$ cat src/rtl/div_issue_ctrl.sv
// div_issue_ctrl: requester-side controller for the multi-cycle divider in EX.
//
// Takes DIV/DIVU/REM/REMU and their W forms from EX and drives the divider's
// valid, sign, 32-bit and operand inputs. It stalls EX while the divider runs,
// selects the quotient or the remainder, sign-extends W results and presents a
// single writeback pulse. The divider has no abort input, so a flush during an
// operation keeps div_valid high until the divider reports ready.
//
// Ports:
//   clk, rst        clock; asynchronous active-low reset
//   req_*           request from EX (op: [2]=W, [1]=REM, [0]=unsigned)
//   flush           kill the current EX op
//   stall_o         hold EX/upstream
//   wb_*            one-cycle writeback of the final result
//   div_*           divider handshake, operands and {remainder, quotient} result
//
// Optional feature: define DIV_RESULT_REUSE_EN to keep the last divider result
// and answer a repeated request (same operands, W and unsigned bits) without
// running the divider.

module div_issue_ctrl #(
  parameter int unsigned XLEN     = 64,
  parameter int unsigned RD_WIDTH = 5
) (
  input  logic                clk,
  input  logic                rst,
  input  logic                req_valid,
  input  logic [2:0]          req_op,
  input  logic [XLEN-1:0]     req_rs1,
  input  logic [XLEN-1:0]     req_rs2,
  input  logic [RD_WIDTH-1:0] req_rd,
  input  logic                flush,
  output logic                stall_o,
  output logic                wb_valid,
  output logic [RD_WIDTH-1:0] wb_rd,
  output logic [XLEN-1:0]     wb_data,
  output logic                div_valid,
  output logic                div_sign,
  output logic                div_32,
  output logic [XLEN-1:0]     div_rs1,
  output logic [XLEN-1:0]     div_rs2,
  input  logic                div_ready,
  input  logic [2*XLEN-1:0]   div_result
);

  typedef enum logic [1:0] {StIdle, StBusy, StDrain, StDone} state_e;

  state_e              state_q, state_d;
  logic [XLEN-1:0]     rs1_q, rs1_d, rs2_q, rs2_d, wb_data_q, wb_data_d;
  logic [2:0]          op_q, op_d;
  logic [RD_WIDTH-1:0] rd_q, rd_d;

  logic            accept;
  logic            busy_done;
  logic            reuse_hit;
  logic [XLEN-1:0] reuse_data;

  // Quotient/remainder select, with W results sign-extended from bit 31.
  function automatic logic [XLEN-1:0] sel_result(input logic [2:0]        op,
                                                 input logic [2*XLEN-1:0] res);
    logic [XLEN-1:0] sel;
    sel = op[1] ? res[2*XLEN-1:XLEN] : res[XLEN-1:0];
    if (op[2]) sel = {{(XLEN-32){sel[31]}}, sel[31:0]};
    return sel;
  endfunction

  assign accept    = (state_q == StIdle) && req_valid && !flush;
  assign busy_done = (state_q == StBusy) && div_ready && !flush;

`ifdef DIV_RESULT_REUSE_EN
  localparam int unsigned TagW = 2 * XLEN + 2;

  logic [2*XLEN-1:0] last_res_q, last_res_d;
  logic [TagW-1:0]   tag_q, tag_d;
  logic              tag_vld_q, tag_vld_d;

  // REM bit is not part of the tag: the stored result holds both halves.
  assign reuse_hit  = tag_vld_q && (tag_q == {req_rs1, req_rs2, req_op[2], req_op[0]});
  assign reuse_data = sel_result(req_op, last_res_q);

  always_comb begin
    last_res_d = last_res_q;
    tag_d      = tag_q;
    tag_vld_d  = tag_vld_q;
    if (busy_done) begin
      last_res_d = div_result;
      tag_d      = {rs1_q, rs2_q, op_q[2], op_q[0]};
      tag_vld_d  = 1'b1;
    end else if ((state_q == StBusy) && flush && !div_ready) begin
      tag_vld_d  = 1'b0;
    end
  end

  always_ff @(posedge clk or negedge rst) begin
    if (!rst) begin
      last_res_q <= '0;
      tag_q      <= '0;
      tag_vld_q  <= 1'b0;
    end else begin
      last_res_q <= last_res_d;
      tag_q      <= tag_d;
      tag_vld_q  <= tag_vld_d;
    end
  end
`else
  assign reuse_hit  = 1'b0;
  assign reuse_data = '0;
`endif

  // State register.
  always_ff @(posedge clk or negedge rst) begin
    if (!rst) begin
      state_q   <= StIdle;
      rs1_q     <= '0;
      rs2_q     <= '0;
      op_q      <= '0;
      rd_q      <= '0;
      wb_data_q <= '0;
    end else begin
      state_q   <= state_d;
      rs1_q     <= rs1_d;
      rs2_q     <= rs2_d;
      op_q      <= op_d;
      rd_q      <= rd_d;
      wb_data_q <= wb_data_d;
    end
  end

  // Next state.
  always_comb begin
    state_d = state_q;
    unique case (state_q)
      StIdle:  if (accept) state_d = reuse_hit ? StDone : StBusy;
      StBusy: begin
        if (div_ready)  state_d = flush ? StIdle : StDone;
        else if (flush) state_d = StDrain;
      end
      // Valid must stay high until ready or the divider's counter stalls.
      StDrain: if (div_ready) state_d = StIdle;
      // Never relaunch here: req_valid in DONE is the same instruction retiring.
      StDone:  state_d = StIdle;
      default: state_d = StIdle;
    endcase
  end

  // Operand capture and result select.
  always_comb begin
    rs1_d     = rs1_q;
    rs2_d     = rs2_q;
    op_d      = op_q;
    rd_d      = rd_q;
    wb_data_d = wb_data_q;
    if (accept) begin
      rs1_d = req_rs1;
      rs2_d = req_rs2;
      op_d  = req_op;
      rd_d  = req_rd;
      if (reuse_hit) wb_data_d = reuse_data;
    end
    if (busy_done) wb_data_d = sel_result(op_q, div_result);
  end

  // Outputs.
  always_comb begin
    div_valid = (state_q == StBusy) || (state_q == StDrain);
    stall_o   = (state_q == StBusy) ||
                (req_valid && !flush && ((state_q == StIdle) || (state_q == StDrain)));
    wb_valid  = (state_q == StDone) && !flush;
  end

  // Divider operands come only from registers: the divider reads rs1 live on its
  // zero/overflow path, so these must not move during an operation.
  assign div_rs1  = rs1_q;
  assign div_rs2  = rs2_q;
  assign div_sign = ~op_q[0];
  assign div_32   = op_q[2];
  assign wb_rd    = rd_q;
  assign wb_data  = wb_data_q;

endmodule
$ cat config.mk
export PLATFORM = sky130hd
export DESIGN_NAME = div_issue_ctrl
export DESIGN_NICKNAME = d
export VERILOG_FILES = /design/src/rtl/div_issue_ctrl.sv
export SDC_FILE = /design/constraint.sdc
export NUM_CORES = 1
export LEC_CHECK = 0
export ABC_AREA = 1
export CAP_MARGIN = 20
export CORE_AREA = 5 5 182 184
export CTS_BUF_LIST = sky130_fd_sc_hd__clkbuf_2
export CTS_CLUSTER_DIAMETER = 30
export DETAILED_ROUTE_END_ITERATION = 6
export DIE_AREA = 0 0 187 189
export PLACE_DENSITY_LB_ADDON = 0.08
export SETUP_SLACK_MARGIN = 0.15
export SLEW_MARGIN = 25
export SYNTH_ARGS = -nofsm -noshare
export SYNTH_HDL_FRONTEND = slang
export SYNTH_SLANG_ARGS = --single-unit
$ cat constraint.sdc
create_clock -name clk -period 1.6 [get_ports clk]
set_clock_uncertainty 0.05 [all_clocks]
set_input_delay 0.32 -clock clk [delete_from_list [all_inputs] [get_ports clk]]
set_output_delay 0.32 -clock clk [all_outputs]
set_load 0.02 [all_outputs]
==> results of run 1 <==
layout by cell type, fill, tap and decap left out, drive strengths merged:
cell type	instances
clkinv	16
inv	211
dlygate4sd3	162
or2	31
diode	3
bufinv	1
buf	392
ha	4
nor2	4
clkbuf	106
dfrtp	202
o211ai	31
nand3	37
a21boi	1
nand2	403
clkdlybuf4s50	267
a21oi	3
o21ai	135
per-stage QoR:
step                cells  cell area [sq um]  utilization [%]  hold slack [ps]  TNS [ps]
floorplan            1124               9141                -           -25.59         0
global placement     1987              14630            46.83            226.4    -26960
detailed placement   1987              14630            46.83            227.0    -31260
CTS                  2311              18140            58.10            2.466    -55290
global route         2411              20220            64.75            14.09    -77730
finish               2411              20220            64.75            105.1    -35480
path summary, 6_finish.rpt:
check	from	slack, ps	end	cells after the start
max	state_q[0]	-500	div_valid	4
min	div_result[64]	110	wb_data[0]	3
max reg2reg	state_q[0]	-150	div_rs2[49]	10
min reg2reg	wb_data[62]	450	wb_data[62]	2
max in group asynchronous	rst	550	op_q[1]	4
min in group asynchronous	rst	620	div_rs1[31]	4
cell type report:
| class | count | area [sq um] | share of cell area (%) |
|---|---|---|---|
| diodes | 3 | 7.507 | 0.03713 |
| clock buffers | 85 | 425.4 | 2.104 |
| clock inverters | 18 | 98.84 | 0.4888 |
| inverters | 210 | 798.3 | 3.948 |
| multi-input cells | 649 | 3913 | 19.35 |
| flip-flops and latches | 202 | 5056 | 25.00 |
| well taps | 402 | 503.0 | 2.487 |
| repair buffers | 842 | 9419 | 46.58 |
critical path: cells and delay by family (launching register included):
kind       cells  cell delay [ps]
flops          1              410
buf+inv        3              330
fa+ha+maj      1              190
power groups by stage:
stage / clock network [W] / registers, W / logic (W)
after global routing: 0.00435 / 0.0102 / 0.0227
after global placement: 0 / 0.00900 / 0.0155
final: 0.00389 / 0.00992 / 0.0213
after floorplan: 0 / 0.0120 / 0.00428
after detailed placement: 0 / 0.00905 / 0.0155
after CTS: 0.00405 / 0.00959 / 0.0181
cells by family after synthesis:
| kind of cell | count (synthesis) | synth area share, % |
|---|---|---|
| buf+inv | 273 | 12.70 |
| flops | 202 | 55.30 |
| fa+ha+maj | 4 | 0.5475 |
| compound gates | 170 | 10.43 |
| simple gates | 475 | 21.02 |
sequential cells by signal (all words and copies together), names as in the netlist:
| name | flops |
|---|---|
| wb_rd | 5 |
| op_q | 3 |
| state_q | 2 |
| div_rs1 | 64 |
| div_rs2 | 64 |
| wb_data | 64 |
timing repair:
item | in CTS | in global routing
hold buffers | 161 | 2
cloned | 20 | 27
hold endpoints to repair | 360 | 2
buffers inserted | 40 | 68
resized for setup | 1354 | 275
setup endpoints to repair | 403 | 404
pin swaps | 4 | 8
per-layer routing:
metal / track usage [%] / part of all wire (%) / vias up
met5: 0 / 0 / -
met4: 7.537 / 3.1 / 0
met3: 8.020 / 8.3 / 84
met2: 36.02 / 50 / 403
met1: 24.25 / 38 / 5025
li1: - / - / 5103
==> summary.txt, run 1 <==
Run status
  – Status: finished, violations left
  – Violated checks: setup timing

Synthesis
  – Post-Syn Area: 0.009141 sq mm
  – Largest cells by area after synthesis: dfrtp_1 55%, nand2_1 17%, inv_1 8.5%, o21ai_1 4.1%, o21ai_0 3.0%
  – Top FF cell, synth: dfrtp_1
  – Yosys Warn Count: 0
  – Sequential share of the synthesized area: 55.30%
  – Number of synthesized flops with an enable pin: 0
  – Register bit total from synthesis: 202
  – Post-synthesis cell count: 1124
  – Post-synth top area share: 55.30%
  – Count leader, synth: nand2_1
  – Largest area contributor in the netlist: dfrtp_1
  – Synthesized Nets: 1397
  – Async SR Flop Fraction: 100.0%
  – Synthesized area per cell: 8.133 sq um
  – Synth cell types: 23
  – Commonest cells post-synth: 403 x nand2_1, 208 x inv_1, 202 x dfrtp_1, 74 x o21ai_1, 55 x o21ai_0

Hold path
  – Worst min path class: in -> reg

Die
  – Die X-Extent: 187 microns
  – Die area: 0.03534 sq mm
  – Row count: 65
  – Core outline area: 0.03123 sq mm
  – Die height: 189 microns
  – Io pins: 471
  – Initial Utilization: 29.27%

STA
  – Setup ws final: -497.8 ps
  – Slew Limit Fails: 0
  – Rel. slew slack: 70.68%
  – Crit share post-route: 131.1%
  – RSZ-0062 raised after global routing: true
  – # setup viols final: 324
  – Least-Margin Pin Slew: 439.8 ps
  – Crit path time final: 2098 ps
  – Final hold vios: 0
  – Max frequency: 0.4767 GHz

Clock tree
  – CTS Sinks: 202
  – Root buffer cell: clkbuf_2
  – CTS tree: yes
  – H-tree Lvls: 2
  – CTS Buf Count: 60
  – Deepest clock path buffer count: 3
  – Worst skew pair latency: 800 ps
  – Clk slew on worst S/H paths: 100 ps

Power
  – Combinational share of power: 60.7%
  – Clock power frac: 11.1%
  – PwrDens: 1738 mW/mm^2
  – Cell Int Power: 0.02044 W
  – Seq pwr share: 28.2%
  – Total net switching power: 0.01470 W
  – Peak VDD IR: 1017 uV
  – Net Sw Frac: 41.83%
  – Design Power: 0.03513 W
  – Leak: 10.35 nW

Setup path
  – CP Data Arrival Time: 1730 ps
  – Crit-path cells: buf_6 > inv_4 > ha_4 > buf_6
  – Critical path's slowest cell: dfrtp_1
  – Crit path capture type: output pin
  – Cell repeated most along the worst path: buf_6
  – CP peak stage delay: 410 ps
  – Largest fanout on the critical path: 5
  – Crit start category: flop
  – Worst EP required: 1230 ps
  – Crit path kind: reg -> out

Placement
  – Place WS: -465.4 ps
  – IO buf count: 470
  – Placer congestion estimate: 0.7764
  – DP Wirelength: 25.84 mm

GRT
  – Largest net degree at the start of global routing: 45
  – Vias in the first global route: 10740
  – First-pass GRT wire length: 59.93 mm
  – Tot GR Track Use: 21.07%
  – Grt total ovfl: 0
  – Initial antenna violation count: 3

Flow run
  – Max Cap Viol: 0

Cells and area
  – Share of layout cells above drive strength 1: 35.94%
  – Nets: 2238
  – Synth-to-layout area growth: 121.2%
  – Fill cells: 2489

Detailed routing
  – TritonRoute pass-1 iters: 4
  – Residual DRC: 0
  – WL/cell: 17.38 microns
  – Vias per inst: 4.403
  – Drt initial violations: 320
  – Wirelength, routed: 41.90 mm
  – Via count: 10620
  – ANT nets after route: 0
Note: power is estimated with default switching activity, not from simulation.
==> inputs of run 2 (changes only) <==
Settings changed: CTS_CLUSTER_SIZE set to 8.
==> run 2 against run 1 <==
Effect of this change:
- the run still ends with setup timing left
- combinational power barely moved
- register-to-register slack is essentially flat
- clock power is 31% higher
- sequential cell count unchanged
- critical path type unchanged
- critical endpoint unchanged
==> summary.txt, run 2 (synthesis results as in run 1) <==
Die
  – Core outline area: 0.03123 sq mm
  – Initial Utilization: 29.27%
  – Die height: 189 microns
  – Die area: 0.03534 sq mm
  – Row count: 65
  – Io pins: 471
  – Die X-Extent: 187 microns

Power
  – Design Power: 0.03651 W
  – Peak VDD IR: 1008 uV
  – Leak: 10.50 nW
  – PwrDens: 1769 mW/mm^2

Detailed routing
  – Vias per inst: 4.381
  – Top Metal Used: met4
  – WL met2: 21.26 mm
  – Residual DRC: 0
  – M1 WL: 16.01 mm
  – TritonRoute pass-1 iters: 4
  – WL/cell: 17.55 microns
  – Wirelength, routed: 42.31 mm
  – Via count: 10560
  – ANT nets after route: 0
  – Met3 Wirelength: 3.665 mm
  – Drt initial violations: 301

Placement
  – Placed cells: 1987
  – IO buf count: 470
  – Placer congestion estimate: 0.7764
  – Area post-placement: 0.01463 sq mm
  – DP Wirelength: 25.84 mm

Cells and area
  – Post-layout util: 66.09%
  – Nets: 2239
  – Share of layout cells above drive strength 1: 36.06%
  – Seq. cell area: 0.005056 sq mm
  – Commonest non-fill, non-tap cells in the layout: 297 x nand2_1, 267 x clkdlybuf4s50_1, 218 x buf_6, 203 x inv_1, 201 x dfrtp_1
  – Multi-input logic area: 0.003909 sq mm
  – Fill cells: 2390
  – Most common cell after layout, fill and taps aside: nand2_1
  – Finished layout cell area: 0.02064 sq mm
  – Post-route non-filler standard cell count: 2411
  – Synth-to-layout area growth: 125.8%

STA
  – Max frequency: 0.4754 GHz
  – Setup ws final: -503.3 ps
  – Final hold vios: 0
  – RSZ-0062 raised after global routing: true
  – Slew Limit Fails: 0
  – # setup viols final: 334
  – Crit share post-route: 131.5%
  – Crit path time final: 2103 ps
  – Least-Margin Pin Slew: 392.3 ps
  – Rel. slew slack: 73.84%

Setup path
  – Cell repeated most along the worst path: buf_6
  – Crit-path cells: buf_6 > inv_4 > ha_4 > buf_6
  – CP peak stage delay: 420 ps
  – Worst EP required: 1230 ps
  – CP Data Arrival Time: 1730 ps
  – Crit path capture type: output pin
  – CP top delay family: flip-flops
  – Critical path's slowest cell: dfrtp_1
  – Largest fanout on the critical path: 5
  – Worst reg2reg setup slack: -160 ps
  – Worst Path Buf+Inv: 3
  – Crit path kind: reg -> out
  – Crit start category: flop

Clock tree
  – CTS Sinks: 202
  – Deepest clock path buffer count: 3
  – CTS tree: yes
  – CTS Buf Count: 52
  – Root buffer cell: clkbuf_2
  – H-tree Lvls: 2
  – Clk slew on worst S/H paths: 130 ps
  – Worst skew pair latency: 790 ps

Flow run
  – Max Cap Viol: 0

GRT
  – Tot GR Track Use: 21.12%
  – Vias in the first global route: 10630
  – Initial antenna violation count: 1
  – First-pass GRT wire length: 59.89 mm
  – Largest net degree at the start of global routing: 45
  – Grt total ovfl: 0

Run status
  – Status: finished, violations left
  – Violated checks: setup timing

Hold path
  – Worst min path class: in -> reg
run 2: cell types whose count changed in the layout (fill, tap and decap cells not counted), moves of 7 or more:
cell | before | now
buf_12 | 25 | 34
bufinv_16 | 1 | 9
clkinv_2 | 4 | 12
clkbuf_2 | 85 | 55
nand2_2 | 54 | 45
o21ai_1 | 55 | 46
o21ai_2 | 71 | 86
clkinvlp_4 | 0 | 7
nand2_1 | 285 | 297
run 2: tightest hold or removal path: stages:
cell and delay (ps):
clkdlybuf4s50_1 460, o211ai_1 90, nand2_1 60
run 2: path summary, 6_finish.rpt:
check / startpoint / endpoint / cells after the start
worst max-delay path: state_q[0] / div_valid / 4
worst min-delay path: div_result[64] / wb_data[0] / 3
worst max register to register: state_q[0] / div_rs1[47] / 10
worst min register to register: wb_data[62] / wb_data[62] / 2
max in group asynchronous: rst / op_q[1] / 4
min in group asynchronous: rst / div_rs1[6] / 4
run 2: area by class of cell:
type	count	share of cell area, %
repair buffers	851	46.77
flip-flops and latches	202	24.50
multi-input cells	649	18.94
inverters	210	3.868
well taps	402	2.437
clock inverters	41	2.140
clock buffers	55	1.334
diodes	1	0.01212
run 2: power by group:
group,switching [W],total [W],internal [W]
Sequential,0.00229,0.00988,0.00759
Clock,0.00253,0.00508,0.00255
Combinational,0.0102,0.0215,0.0114
run 2: timing repair:
action                     in CTS  in global routing
hold buffers                  165                  1
gates cloned                   24                 25
pin swaps                       3                 12
hold endpoints to repair      364                  1
setup buffers                  46                 67
resized for setup            1330                311
setup endpoints to repair     403                404
run 2: through the flow:
stage               TNS, ps  worst slack [ps]  hold WS (ps)
floorplan                 0             162.5        -25.59
global placement     -26960            -467.7         226.4
detailed placement   -31260            -465.4         227.0
CTS                  -61030            -627.4         1.470
global route         -82350            -668.5         49.46
finish               -39770            -503.3         113.5
run 2: per-layer routing:
metal	vias to the layer above	GRT usage (%)
met3	82	8.296
met5	-	0
li1	5123	-
met1	4957	24.48
met2	400	35.58
met4	0	7.793
==> inputs of run 3 (changes only) <==
Settings changed: CORE_AREA 5 5 182 184 to 5 5 180 182, DIE_AREA 0 0 187 189 to 0 0 185 187.
==> run 3 against run 2 <==
Effect of this change:
- the run still ends with setup timing left
- worst hold slack got worse by 28 ps
- sequential cell count did not move
- count of clock-buffer cells in the layout rose by 3
- cell count fell by 2.7%
- sequential share of layout area rose by 1.0 points
- fmax fell by 1.1%
- cell area fell by 3.9%
- via count fell by 2.9%
- sequential power barely moved
- critical path type unchanged
- critical endpoint unchanged
==> summary.txt, run 3 (synthesis results as in run 1) <==
Power
  – PwrDens: 1759 mW/mm^2
  – Peak VDD IR: 1132 uV
  – Leak: 10.09 nW

Detailed routing
  – Met3 Wirelength: 4.077 mm
  – Residual DRC: 0
  – WL/cell: 17.63 microns
  – M1 WL: 15.32 mm
  – Wirelength, routed: 41.36 mm
  – TritonRoute pass-1 iters: 5
  – Vias per inst: 4.372
  – WL met2: 20.89 mm
  – Top Metal Used: met4
  – Via count: 10260
  – ANT nets after route: 0
  – Drt initial violations: 313

STA
  – Final hold vios: 0
  – Setup ws final: -526.4 ps
  – Crit share post-route: 132.9%
  – Final setup TNS: -35100 ps
  – RSZ-0062 raised after global routing: true
  – Slew Limit Fails: 0
  – Max frequency: 0.4703 GHz
  – Least-Margin Pin Slew: 540.9 ps
  – Hold Slack: 85.41 ps
  – Crit path time final: 2126 ps
  – # setup viols final: 298
  – Rel. slew slack: 63.94%

Cells and area
  – Share of layout cells above drive strength 1: 35.34%
  – Commonest non-fill, non-tap cells in the layout: 282 x nand2_1, 267 x clkdlybuf4s50_1, 206 x buf_6, 203 x inv_1, 199 x dfrtp_1
  – Most common cell after layout, fill and taps aside: nand2_1
  – Synth-to-layout area growth: 116.9%
  – Post-layout util: 65.15%
  – Nets: 2175
  – Post-route non-filler standard cell count: 2346

Die
  – Initial Utilization: 30.04%
  – Row count: 64
  – Die X-Extent: 185 microns
  – Io pins: 471
  – Core outline area: 0.03043 sq mm
  – Die area: 0.03460 sq mm
  – Die height: 187 microns

GRT
  – Vias in the first global route: 9947
  – Tot GR Track Use: 19.98%
  – Largest net degree at the start of global routing: 54
  – First-pass GRT wire length: 55.34 mm
  – Grt total ovfl: 0
  – Initial antenna violation count: 2

Clock tree
  – H-tree Lvls: 2
  – Clk slew on worst S/H paths: 140 ps
  – CTS Sinks: 202
  – CTS Buf Count: 53
  – CTS tree: yes
  – Deepest clock path buffer count: 3
  – Worst skew pair latency: 830 ps
  – Root buffer cell: clkbuf_2

Placement
  – IO buf count: 470
  – Placer congestion estimate: 0.8111
  – Placed cells: 1970
  – DP Wirelength: 25.03 mm

Run status
  – Status: finished, violations left
  – Violated checks: setup timing

Setup path
  – Critical path origin: state_q[1]
  – Largest fanout on the critical path: 4
  – Crit path capture type: output pin
  – Worst reg2reg path startpoint: state_q[1]
  – Crit path kind: reg -> out
  – Worst EP required: 1230 ps
  – CP Data Arrival Time: 1760 ps
  – Crit start category: flop

Flow run
  – Max Cap Viol: 0

Hold path
  – Worst min-delay path startpoint: div_result[76]
  – Worst min path class: in -> reg
run 3: metrics by stage:
step	total power [W]	setup slack, ps	instance area (sq um)
floorplan	0.01628	162.5	9141
CTS	0.03111	-654.9	17370
global route	0.03697	-694.5	19820
detailed placement	0.02425	-427.4	14520
global placement	0.02416	-428.1	14520
finish	0.03486	-526.4	19820
run 3: layout make-up:
type,count,area [sq um]
diodes,3,7.507
clock buffers,58,290.3
clock inverters,42,377.9
fillers,2402,10610
inverters,210,793.3
multi-input cells,649,3911
flip-flops and latches,202,5059
well taps,396,495.5
repair buffers,786,8890
run 3: final timing paths:
check                      cells past startpoint  slack, ps           to
hold reg to reg                                2        460  wb_data[42]
setup / recovery                               3       -530    div_valid
hold / removal                                 3         90  wb_data[12]
setup reg to reg                               7       -110  wb_data[60]
min in group asynchronous                      3        560   state_q[1]
max in group asynchronous                      4        350      op_q[2]
run 3: timing repair:
| action | CTS | global route |
|---|---|---|
| gates cloned | 4 | 48 |
| setup buffers | 28 | 39 |
| pin swaps | 0 | 4 |
| endpoints found under the hold margin | 354 | 0 |
| setup endpoints to repair | 404 | 404 |
| hold buffers | 154 | 0 |
| resized for setup | 1263 | 377 |
run 3: layer usage:
| layer | up-vias | GRT usage (%) |
|---|---|---|
| met2 | 396 | 34.54 |
| met1 | 4800 | 22.55 |
| li1 | 4994 | - |
| met4 | 0 | 6.014 |
| met3 | 67 | 8.110 |
| met5 | - | 0 |
run 3: critical path: stages, from the launching register on:
cell and delay (ps):
dfrtp_1 450, inv_2 130, ha_4 210, buf_6 130
run 3: report_power, final:
group	internal [W]	switching (W)
combinational	0.0105	0.00968
clock	0.00214	0.00254
sequential	0.00760	0.00245
total	0.0202	0.0147
